**src/rtl/uart_tx_ctrl_if.sv**
```systemverilog
// Byte handshake between the UART register block and the transmit sequencer.
// The master offers tx_data/tx_valid; the slave answers with tx_ready.
interface uart_tx_ctrl_if #(
  parameter int DATA_BITS = 8
);
  logic [DATA_BITS-1:0] tx_data;
  logic                 tx_valid;
  logic                 tx_ready;

  modport master (
    output tx_data,
    output tx_valid,
    input  tx_ready
  );

  modport slave (
    input  tx_data,
    input  tx_valid,
    output tx_ready
  );
endinterface

```
**src/rtl/uart_tx_ctrl.sv**
```systemverilog
// UART transmit sequencer: start, DATA_BITS LSB-first, optional even parity (UART_PARITY_EN), STOP_BITS stops.
// Accepts one byte only in IDLE (tx_ready), so the bus side stalls for the whole frame; line frozen while tick is low.
module uart_tx_ctrl #(
  parameter int OVERSAMPLING = 16,
  parameter int DATA_BITS    = 8,
  parameter int STOP_BITS    = 1
) (
  input  logic          clk,
  input  logic          rst_n,
  input  logic          tick,
  uart_tx_ctrl_if.slave tx_if,
  output logic          tx,
  output logic          busy
);

  localparam int TW = $clog2(OVERSAMPLING);
  localparam int BW = $clog2(DATA_BITS);

  localparam logic [TW-1:0] TICK_LAST = TW'(OVERSAMPLING - 1);
  localparam logic [BW-1:0] BIT_LAST  = BW'(DATA_BITS - 1);
  localparam logic          STOP_LAST = 1'(STOP_BITS - 1);

`ifdef UART_PARITY_EN
  typedef enum logic [2:0] {
    S_IDLE,
    S_START,
    S_DATA,
    S_PARITY,
    S_STOP
  } state_t;
`else
  typedef enum logic [1:0] {
    S_IDLE,
    S_START,
    S_DATA,
    S_STOP
  } state_t;
`endif

  state_t                 state_q,    state_d;
  logic [TW-1:0]          tick_cnt_q, tick_cnt_d;
  logic [BW-1:0]          bit_cnt_q,  bit_cnt_d;
  logic                   stop_cnt_q, stop_cnt_d;
  logic [DATA_BITS-1:0]   shift_q,    shift_d;
  logic                   tx_q,       tx_d;
  logic                   busy_q,     busy_d;
  logic                   rdy_q,      rdy_d;
`ifdef UART_PARITY_EN
  logic                   parity_q,   parity_d;
`endif

  logic bit_end;

  // A bit period closes on the OVERSAMPLING-th tick counted since the last boundary.
  assign bit_end = tick && (tick_cnt_q == TICK_LAST) && (state_q != S_IDLE);

  always_comb begin
    state_d    = state_q;
    tick_cnt_d = tick_cnt_q;
    bit_cnt_d  = bit_cnt_q;
    stop_cnt_d = stop_cnt_q;
    shift_d    = shift_q;
    tx_d       = tx_q;
    busy_d     = busy_q;
    rdy_d      = rdy_q;
`ifdef UART_PARITY_EN
    parity_d   = parity_q;
`endif

    if (state_q != S_IDLE && tick) begin
      tick_cnt_d = bit_end ? '0 : tick_cnt_q + TW'(1);
    end

    case (state_q)
      S_IDLE: begin
        if (tx_if.tx_valid && rdy_q) begin
          state_d    = S_START;
          tx_d       = 1'b0;
          busy_d     = 1'b1;
          rdy_d      = 1'b0;
          tick_cnt_d = '0;
          shift_d    = tx_if.tx_data;
`ifdef UART_PARITY_EN
          parity_d   = ^tx_if.tx_data;
`endif
        end
      end

      S_START: begin
        if (bit_end) begin
          state_d   = S_DATA;
          tx_d      = shift_q[0];
          bit_cnt_d = '0;
        end
      end

      S_DATA: begin
        if (bit_end) begin
          if (bit_cnt_q == BIT_LAST) begin
`ifdef UART_PARITY_EN
            state_d    = S_PARITY;
            tx_d       = parity_q;
`else
            state_d    = S_STOP;
            tx_d       = 1'b1;
            stop_cnt_d = 1'b0;
`endif
          end else begin
            shift_d   = {1'b0, shift_q[DATA_BITS-1:1]};
            bit_cnt_d = bit_cnt_q + BW'(1);
            tx_d      = shift_q[1];
          end
        end
      end

`ifdef UART_PARITY_EN
      S_PARITY: begin
        if (bit_end) begin
          state_d    = S_STOP;
          tx_d       = 1'b1;
          stop_cnt_d = 1'b0;
        end
      end
`endif

      S_STOP: begin
        if (bit_end) begin
          if (stop_cnt_q == STOP_LAST) begin
            state_d = S_IDLE;
            tx_d    = 1'b1;
            busy_d  = 1'b0;
            rdy_d   = 1'b1;
          end else begin
            stop_cnt_d = 1'b1;
          end
        end
      end

      default: begin
        state_d = S_IDLE;
        tx_d    = 1'b1;
        busy_d  = 1'b0;
        rdy_d   = 1'b1;
      end
    endcase
  end

  always_ff @(posedge clk or negedge rst_n) begin
    if (!rst_n) begin
      state_q    <= S_IDLE;
      tick_cnt_q <= '0;
      bit_cnt_q  <= '0;
      stop_cnt_q <= 1'b0;
      shift_q    <= '0;
      tx_q       <= 1'b1;
      busy_q     <= 1'b0;
      rdy_q      <= 1'b1;
`ifdef UART_PARITY_EN
      parity_q   <= 1'b0;
`endif
    end else begin
      state_q    <= state_d;
      tick_cnt_q <= tick_cnt_d;
      bit_cnt_q  <= bit_cnt_d;
      stop_cnt_q <= stop_cnt_d;
      shift_q    <= shift_d;
      tx_q       <= tx_d;
      busy_q     <= busy_d;
      rdy_q      <= rdy_d;
`ifdef UART_PARITY_EN
      parity_q   <= parity_d;
`endif
    end
  end

  assign tx_if.tx_ready = rdy_q;
  assign tx             = tx_q;
  assign busy           = busy_q;

endmodule

```
**src/flat_wrapper.sv**
```systemverilog
// flat-port wrapper written by rule: the top's interface ports become plain ports
module uart_tx_ctrl_flat 
#(
  parameter int OVERSAMPLING = 16,
  parameter int DATA_BITS    = 8,
  parameter int STOP_BITS    = 1
)
  (clk, rst_n, tick, tx, busy, tx_if_tx_data, tx_if_tx_valid, tx_if_tx_ready);
  uart_tx_ctrl_if #(.DATA_BITS(DATA_BITS)) tx_if_i ();
  input  logic clk;
  input  logic rst_n;
  input  logic tick;
  output logic tx;
  output logic busy;
  input wire logic [$bits(tx_if_i.tx_data)-1:0] tx_if_tx_data;
  input wire logic [$bits(tx_if_i.tx_valid)-1:0] tx_if_tx_valid;
  output wire logic [$bits(tx_if_i.tx_ready)-1:0] tx_if_tx_ready;
  assign tx_if_i.tx_data = tx_if_tx_data;
  assign tx_if_i.tx_valid = tx_if_tx_valid;
  assign tx_if_tx_ready = tx_if_i.tx_ready;
  uart_tx_ctrl #(.OVERSAMPLING(OVERSAMPLING), .DATA_BITS(DATA_BITS), .STOP_BITS(STOP_BITS)) u_core (.clk(clk), .rst_n(rst_n), .tick(tick), .tx_if(tx_if_i), .tx(tx), .busy(busy));
endmodule
```
**config.mk**
```make
export PLATFORM = sky130hd
export DESIGN_NAME = uart_tx_ctrl_flat
export DESIGN_NICKNAME = d
export VERILOG_FILES = /design/src/rtl/uart_tx_ctrl_if.sv /design/src/rtl/uart_tx_ctrl.sv /design/src/flat_wrapper.sv
export SDC_FILE = /design/constraint.sdc
export NUM_CORES = 1
export LEC_CHECK = 0
export ABC_AREA = 0
export CORE_ASPECT_RATIO = 0.75
export CORE_MARGIN = 3
export CORE_UTILIZATION = 30
export DETAILED_ROUTE_END_ITERATION = 8
export PLACE_DENSITY = 0.55
export SLEW_MARGIN = 20
export SYNTH_ARGS = -nofsm -noshare
export SYNTH_HDL_FRONTEND = slang
export SYNTH_SLANG_ARGS = --single-unit
```
**constraint.sdc**
```tcl
create_clock -name clk -period 1.6 [get_ports clk]
set_input_delay 0.32 -clock clk [delete_from_list [all_inputs] [get_ports clk]]
set_output_delay 0.32 -clock clk [all_outputs]
set_load 0.005 [all_outputs]
```
==> metrics.txt, run 1 <==
Max Cap Viol 0; worst reg2reg setup slack -0.13 ns; hold_ws just under 0.4 ns; total grt overflow 0; number of buffers created by CTS 3; f_max a little under 0.6 GHz; fill count 310; Initial Util 0.329; setup_tns -0.491 ns; largest net degree at the start of global routing 21; DRC 0; Final setup viols 9; die area 4560 sq um; Slew Limit Fails 0; Synth Flop Type dfrtp_1; cts hold-fix bufs 0; most common cell after layout, fill and taps aside buf_4; final worst-path cycle share 1.08; Mean Syn Cell Area slightly above 10 sq um; Worst-Margin Slew around 0.34 ns; fraction of layout cells with a size suffix above 1 0.462; number of diodes 0; wirelength, routed 3090 um; global placer's final weighted congestion 0.768; overall global routing resource usage 0.141; WP data required 1.75 ns; core area between 3000 and 4000 sq um; WS Path Type reg -> reg; clk_skew 0.00742 ns; Final WS setup -0.125 ns; Worst Setup Start Kind flop; Switching Share 0.191; Root Buffer clkbuf_8; XOR/XNOR share of the synthesized area 0.00772; Multi-input gate area 763 sq um; Syn Std Cell Area 1130 sq um; main combinational cell family by area after synthesis compound AO/OA/AOI/OAI gates; outcome complete, but fails checks; die width 77.0 um; Post-synth EDFFs 0; Synth area leader dfrtp_1; Rows 18; DP HPWL 2120 um; Mapped Cells 110; WL/cell around 15 um; Ports 15; CTS tree done; IO buf count 14; Net Sw Power 0.206 mW; commonest cells after routing, fill and taps aside buf_4 (25), dfrtp_1 (17), nor2_1 (16); RSZ-0062 raised after global routing yes; area growth from synthesis to layout 58.7%; Gate power share 0.052; Ys Warns 0; remaining antenna violation count 0; PwrDens 599 nW/um^2; Netlist cell types 39; top-area cell type share of the netlist area 0.397; Worst-path clk slew 0.08 ns; power share of the clock group 0.478; Arr. time, crit path ~1.9 ns; DR vias/cell between 5 and 6; Leakage Power 0.768 nW; Seq/Total Area, Yosys 0.443; Net Count, Synth 129; router iterations before antenna repair 4; complex-gate fraction of the synthesized area 0.233; first-pass GRT wire length 5050 um; routed vias 1033; maximum VDD drop ~0.47 mV; #FFs+latches synth 20; vias in the first global route 1055; Int Pwr 0.873 mW; FF/Latch Area approximately 500 sq um; Flop pwr share 0.470; synth top area cells dfrtp_1 (40%), ha_1 (7.7%), nor2_1 (6.0%); Max-Slew Margin vs Limit 0.772; worst skew pair latency 0.26 ns; CP endpoint kind flop; Net count, final roughly 180; clk buf depth 2; post-synthesis adder-cell area fraction 0.0772; HP Class in -> async; post-synthesis mux area share 0.0187; initial drt markers 43; clock period minus worst slack 1.73 ns; final hold vios 0; chip height 59.3 um; R2R depth 5; simple-gate share of the synthesized area 0.196; ys async rst share 1.00; clock sinks 20; initial antenna violation count 0; H-tree Lvls 1; failing checks setup timing; critical path fanouts, max 3
==> cell usage after synthesis (2+ instances only) <==
library cell   n
inv_1          3
nor2_1        18
a22oi_1        2
nand3_1        2
o21ai_0        6
nand2_1       11
ha_1           7
o22ai_1        7
o2bb2ai_1      2
dfrtp_1       18
a21oi_1        5
dfstp_2        2
==> state kept, by name (all words and copies together), names as in the netlist <==
name                   cells
u_core.bit_cnt_q           3
u_core.busy                1
u_core.shift_q             8
u_core.state_q             2
u_core.tick_cnt_q          4
u_core.tx                  1
u_core.tx_if.tx_ready      1
==> metal layers <==
layer,vias up,part of all wire,track usage
met2,17,0.49,0.226
met3,8,0.027,0.0395
met4,0,0.023,0.0533
met1,514,0.46,0.184
met5,-,0,0
li1,494,-,-
==> worst max-delay path, stage by stage, from the launching register on <==
cell and delay, ns:
dfrtp_1 0.41, buf_6 0.14, ha_4 0.15, o32a_4 0.38, nor3_4 0.20, mux2_4 0.31
==> power groups by stage <==
stage	Clock [mW]	Combinational, mW	Sequential [mW]
floorplan	0	0.00467	0.518
global placement	0	0.0532	0.517
detailed placement	0	0.0538	0.517
CTS	0.520	0.0543	0.507
global route	0.537	0.0605	0.507
finish	0.516	0.0556	0.507
==> cell families after synthesis <==
group                      Yosys count
and+or+nand+nor                     41
buffers and inverters                6
DFF                                 20
muxes                                2
adders and majority gates            7
AOI/OAI and AO/OA                   33
xor gates and xnor gates             1
==> stage by stage <==
step	setup slack, ns	total power [mW]	area (sq um)	util	std cells
3_3_place_gp	-0.227	0.570	1530	0.443	197
6_report	-0.125	1.08	1800	0.523	206
3_5_place_dp	-0.249	0.571	1530	0.443	197
2_1_floorplan	-0.0622	0.523	1150	-	110
4_1_cts	-0.0722	1.08	1650	0.479	203
5_1_grt	-0.173	1.11	1800	0.523	206
==> layout make-up <==
class	count	area share
tap	50	0.0347
clock inverter	1	0.0167
multi-input combinational	84	0.424
sequential	20	0.280
inverter	4	0.00973
timing repair buffer	44	0.212
clock buffer	3	0.0229
==> timing repair <==
item	CTS	global route
endpoints found under the setup margin	16	20
pin swaps	2	15
setup buffers	2	3
resized for setup	10	28
hold endpoints to repair	0	0
==> final timing paths <==
path,start,end
hold / removal,rst_n,u_core.tick_cnt_q[2]$_DFF_PN0_
hold reg to reg,u_core.tx$_DFFE_PN1P_,u_core.tx$_DFFE_PN1P_
max in group asynchronous,rst_n,u_core.tx$_DFFE_PN1P_
setup reg to reg,u_core.state_q[0]$_DFFE_PN0P_,u_core.state_q[1]$_DFFE_PN0P_
min in group clk,u_core.tx$_DFFE_PN1P_,u_core.tx$_DFFE_PN1P_
setup / recovery,u_core.state_q[0]$_DFFE_PN0P_,u_core.state_q[1]$_DFFE_PN0P_
No activity file was read; power rests on OpenSTA's default activity.
==> run 2, diff against run 1 <==
--- a/config.mk
+++ b/config.mk
@@ -7,7 +7,7 @@
 export LEC_CHECK = 0
 export ABC_AREA = 0
 export CORE_ASPECT_RATIO = 0.75
-export CORE_MARGIN = 3
+export CORE_MARGIN = 2
 export CORE_UTILIZATION = 30
 export DETAILED_ROUTE_END_ITERATION = 8
 export PLACE_DENSITY = 0.55
==> run 2 against run 1 <==
  * The run still ends with setup timing left
  * Register-to-register slack gained 0.06 ns
  * Sequential cell count is the same
  * Power is essentially flat
  * Utilization shrank 2.6 points
  * Wire length shrank 8.7%
  * Clock skew grew 0.0040 ns
  * First-iteration DRC count grew 26%
  * Critical path type unchanged
  * Largest power group unchanged
  * Highest routed layer unchanged
==> metrics.txt, run 2 (synthesis gave the netlist of run 1 again) <==
outcome complete, but fails checks; failing checks setup timing; wirelength, routed 2820 um (-8.7%); Slew Limit Fails 0 (unchanged); Ports 15 (unchanged); critical path fanouts, max 7 (+4); clock sinks 20 (unchanged); CP endpoint kind flop; vias in the first global route 1040 (-1.4%); total grt overflow 0 (unchanged); Worst-Margin Slew 0.298 ns (-0.0436 ns); WS Path Type reg -> reg; pre-CTS WS -0.239 ns (+0.00997 ns); commonest cells after routing, fill and taps aside buf_4 (30), nor2_1 (18), dfrtp_1 (16); Root Buffer clkbuf_8; FF/Latch Area 505 sq um (+0.25%); Top delay family on crit path simple AND/OR/NAND/NOR gates; clk buf depth 2 (unchanged); Worst Setup Start Kind flop; DP Cell Count 202 (+2.5%); Tot Pwr 1.08 mW (about the same); router iterations before antenna repair 4 (unchanged); first-pass GRT wire length 4620 um (-8.6%); Largest regs u_core.shift_q (8), u_core.tick_cnt_q (4), u_core.bit_cnt_q (3); cts hold-fix bufs 0 (unchanged); placed cell areas 1550 sq um (+1.6%); Arr. time, crit path 1.81 ns (-0.06 ns); Max-Slew Margin vs Limit 0.801 (+0.0288); Final setup viols 8 (-1); most common cell after layout, fill and taps aside buf_4; Final WS setup -0.0609 ns (+0.0641 ns); design area 1810 sq um (+0.28%); non-filler cells, final 212 (+2.9%); Net count, final 180 (+2.3%); clock period minus worst slack 1.66 ns (-0.0641 ns); CP bufs+invs 0 (-1); remaining antenna violation count 0 (unchanged); initial antenna violation count 0 (unchanged); final hold vios 0 (unchanged); overall global routing resource usage 0.140 (-0.00113); RSZ-0062 raised after global routing yes; largest net degree at the start of global routing 21 (unchanged); area growth from synthesis to layout 59.1%; core area 3640 sq um (+5.6%); global placer's final weighted congestion 0.811 (+5.6%); WP depth 6 (+1); DRC 0 (unchanged); die area 4300 sq um (-5.9%); CP Cell Sequence ha_2, ha_4, and2b_2, nand4_4, o22ai_2, nor2_1; Multi-input gate area 736 sq um (-3.6%); Top reg by flops u_core.shift_q; initial drt markers 54 (+26%); maximum VDD drop 0.555 mV (+17%); routed vias 1003 (-2.9%); delay of the slowest cell on the worst path 0.40 ns (about the same); f_max 0.602 GHz (+3.9%); DR vias/cell 4.73 (-5.7%); number of diodes 0 (unchanged); Leakage Power 0.788 nW (+2.7%); WP data required 1.75 ns (about the same); Initial Util 0.312 (-0.0173); worst skew pair latency 0.27 ns (about the same); HP Class in -> async; H-tree Lvls 1 (unchanged); fill count 329 (+6.1%); number of buffers created by CTS 3 (unchanged); Slowest-stage cell, CP dfrtp_1; Rows 19 (+1); R2R depth 6 (+1); PwrDens 598 nW/um^2 (-0.18%); fraction of layout cells with a size suffix above 1 0.450 (-0.0115); CTS tree done; WL/cell 13.3 um (-11%); IO buf count 14 (unchanged); die width 75.0 um (-2.6%); clk_skew 0.0114 ns (+0.00399 ns); final worst-path cycle share 1.04 (-0.0401); Worst-path clk slew 0.08 ns (about the same); max reg flops 8 (unchanged); chip height 57.3 um (-3.4%); DP HPWL 2080 um (-1.7%); Max Cap Viol 0 (unchanged)
[run 2: layout make-up]
class / instances / area share
Clock buffer: 3 / 0.0229
Inverter: 4 / 0.0111
Tap cell: 52 / 0.0360
Timing Repair Buffer: 48 / 0.226
Multi-Input combinational cell: 84 / 0.407
Clock inverter: 1 / 0.0166
Sequential cell: 20 / 0.280
[run 2: per-layer routing]
metal	share of wire	GRT usage	routed length [um]	vias up
met1	0.50	0.194	1400	480
met4	0.0067	0.0459	19	0
met5	0	0	0	-
li1	-	-	-	510
met2	0.48	0.219	1350	11
met3	0.017	0.0265	49	2
[run 2: stage by stage]
step / hold slack, ns / utilization / setup TNS (ns)
global route: 0.403 / 0.496 / -0.936
floorplan: 0.0244 / - / -0.0622
CTS: 0.389 / 0.475 / -0.170
detailed placement: 0.471 / 0.426 / -2.99
finish: 0.383 / 0.496 / -0.236
global placement: 0.480 / 0.426 / -2.61
[run 2: final timing paths]
path | from | to | slack (ns)
min reg2reg | u_core.tx$_DFFE_PN1P_ | u_core.tx$_DFFE_PN1P_ | 0.49
max reg2reg | u_core.bit_cnt_q[1]$_DFFE_PN0P_ | u_core.shift_q[2]$_DFFE_PN0P_ | -0.06
max | u_core.bit_cnt_q[1]$_DFFE_PN0P_ | u_core.shift_q[2]$_DFFE_PN0P_ | -0.06
min in group clk | u_core.tx$_DFFE_PN1P_ | u_core.tx$_DFFE_PN1P_ | 0.49
max in group asynchronous | rst_n | u_core.tx$_DFFE_PN1P_ | 0.94
min | rst_n | u_core.tick_cnt_q[2]$_DFF_PN0_ | 0.38
[run 2: worst reg2reg max path, delay by kind of cell, from the launching register on]
family          cells  cell delay, ns
simple gates        3            0.54
flops               1            0.40
fa+ha+maj           2            0.38
compound gates      1            0.23
[run 2: power breakdown]
group	total, mW	switching (mW)	internal [mW]	leakage, nW
Sequential	0.507	0.000807	0.507	0.262
Clock	0.514	0.179	0.334	0.0357
Combinational	0.0588	0.0234	0.0354	0.491
[run 2: timing repair]
action                                  CTS  global route
setup buffers                             2             4
gates resized for setup                  21            11
pin swaps                                 6             9
endpoints found under the setup margin   16            17
==> run 3, diff against run 2 <==
--- a/config.mk
+++ b/config.mk
@@ -6,8 +6,7 @@
 export NUM_CORES = 1
 export LEC_CHECK = 0
 export ABC_AREA = 0
-export CORE_ASPECT_RATIO = 0.75
-export CORE_MARGIN = 2
+export CORE_MARGIN = 3
 export CORE_UTILIZATION = 30
 export DETAILED_ROUTE_END_ITERATION = 8
 export PLACE_DENSITY = 0.55
==> run 3 against run 2 <==
  * Critical endpoint is now u_core.shift_q[5]$_DFFE_PN0P_
  * The flow still finishes with violations (setup timing)
  * Design area shrank 1.7%
  * Combinational power shrank 7.3%
  * Power fell by 11%
  * Critical path type unchanged
  * Sequential power about the same
  * Worst hold slack improved by 0.0078 ns
  * Register-to-register slack improved by 0.02 ns
  * Non-clock buffer count increased by 1
  * Highest routed layer is now met3
==> metrics.txt, run 3 (synthesis gave the netlist of run 1 again) <==
clk buf depth 2 (unchanged); maximum VDD drop 0.332 mV (-40%); Max Cap Viol 0 (unchanged); Slew Limit Fails 0 (unchanged); outcome complete, but fails checks; placed cell areas 1520 sq um (-1.9%); DP HPWL 2050 um (-1.5%); Net count, final 181 (+0.56%); routed vias 1037 (+3.4%); critical path fanouts, max 7 (unchanged); overall global routing resource usage 0.146 (+0.00647); Worst Setup Start Kind flop; fraction of layout cells with a size suffix above 1 0.422 (-0.0276); design area 1770 sq um (-1.7%); setup_tns -0.316 ns (-0.0804 ns); worst reg2reg setup slack -0.04 ns (+0.02 ns); chip height 67.5 um (+18%); die width 67.5 um (-10%); H-tree Lvls 1 (unchanged); Worst-path clk slew 0.08 ns (about the same); largest net degree at the start of global routing 21 (unchanged); total grt overflow 0 (unchanged); first-pass GRT wire length 5040 um (+9.1%); WS Path Type reg -> reg; wirelength, routed 2920 um (+3.7%); most common cell after layout, fill and taps aside buf_4; router iterations before antenna repair 4 (unchanged); HP Class in -> async; WL/cell 14.1 um (+6.2%); DRC 0 (unchanged); max reg flops 8 (unchanged); Max-Slew Margin vs Limit 0.820 (+0.0191); WP data required 1.75 ns (about the same); area growth from synthesis to layout 56.3%; final worst-path cycle share 1.03 (-0.0111); initial antenna violation count 0 (unchanged); core area 3490 sq um (-3.9%); failing checks setup timing; clock period minus worst slack 1.64 ns (-0.0178 ns); number of diodes 0 (unchanged); commonest cells after routing, fill and taps aside buf_4 (27), dfrtp_1 (18), nor2_1 (17); Tot Pwr 0.961 mW (-11%); Initial Util 0.325 (+0.0127); f_max 0.609 GHz (+1.1%); Top delay family on crit path simple AND/OR/NAND/NOR gates; number of buffers created by CTS 3 (unchanged); vias in the first global route 1062 (+2.1%); global placer's final weighted congestion 0.823 (+1.4%); PwrDens 541 nW/um^2 (-9.5%); Root Buffer clkbuf_8; Largest regs u_core.shift_q (8), u_core.tick_cnt_q (4), u_core.bit_cnt_q (3); delay of the slowest cell on the worst path 0.42 ns (+0.02 ns); hold_ws 0.390 ns (+0.00780 ns); Arr. time, crit path 1.80 ns (about the same); Final WS setup -0.0431 ns (+0.0178 ns); CP bufs+invs 2 (+2); Ports 15 (unchanged); Worst-Margin Slew 0.270 ns (-0.0283 ns); worst skew pair latency 0.26 ns (about the same); CP endpoint kind flop; cts hold-fix bufs 0 (unchanged); Final setup viols 9 (+1); remaining antenna violation count 0 (unchanged); die area 4560 sq um (+6.1%); initial drt markers 24 (-56%); CTS tree done; clk_skew 0.00334 ns (-0.00808 ns); IO buf count 14 (unchanged); Rows 21 (+2); Leakage Power 0.787 nW (-0.15%); Slowest-stage cell, CP dfrtp_1; Top reg by flops u_core.shift_q; final hold vios 0 (unchanged); CP Cell Sequence inv_2, ha_4, buf_6, and3b_2, nand4_4, o22ai_1, nor2_1; DR vias/cell 5.01 (+5.9%); clock sinks 20 (unchanged); RSZ-0062 raised after global routing yes
run 3: cell types whose count changed in the layout (fill, tap and decap cells not counted), moves of 2 or more:
cell	change
o22ai_1	+4
buf_4	-3
dfrtp_2	-2
dfrtp_1	+2
inv_4	-2
o22ai_2	-4
buf_6	+4
inv_2	+2
run 3: report_power, final:
part	switching, mW	internal [mW]
combinational	0.0213	0.0332
clock	0.180	0.219
sequential	0.000743	0.506
run 3: repair_timing:
item	4_1_cts	5_1_grt
pin swaps	11	9
gates cloned	0	0
setup endpoints to repair	20	18
gates resized for setup	22	8
buffers inserted	9	1
run 3: area by class of cell:
cell class	count	area, sq um
fill	324	1720
clock buffer	4	55.1
tap	46	57.6
sequential	20	503
timing repair buffer	49	430
inverter	4	15.0
multi-input combinational	84	713
run 3: worst paths after layout:
path	from	endpoint	cells past startpoint
min in group clk	u_core.tx$_DFFE_PN1P_	u_core.tx$_DFFE_PN1P_	2
max in group asynchronous	rst_n	u_core.tx$_DFFE_PN1P_	2
hold reg to reg	u_core.tx$_DFFE_PN1P_	u_core.tx$_DFFE_PN1P_	2
setup / recovery	u_core.state_q[0]$_DFFE_PN0P_	u_core.shift_q[5]$_DFFE_PN0P_	7
setup reg to reg	u_core.state_q[0]$_DFFE_PN0P_	u_core.shift_q[5]$_DFFE_PN0P_	7
hold / removal	rst_n	u_core.busy$_DFFE_PN0P_	2
run 3: stage by stage:
stage | util | std cells | setup WS (ns)
global route | 0.508 | 207 | -0.143
finish | 0.508 | 207 | -0.0431
detailed placement | 0.435 | 193 | -0.236
global placement | 0.435 | 193 | -0.225
CTS | 0.498 | 206 | -0.0374
floorplan | - | 110 | -0.0622
run 3: metal layers:
| layer | GRT usage | wire (um) | part of all wire | vias up |
|---|---|---|---|---|
| li1 | - | - | - | 506 |
| met1 | 0.201 | 1410 | 0.48 | 509 |
| met2 | 0.244 | 1410 | 0.48 | 22 |
| met3 | 0.0200 | 105 | 0.036 | 0 |
| met4 | 0.0304 | 0 | 0 | 0 |
| met5 | 0 | 0 | 0 | - |
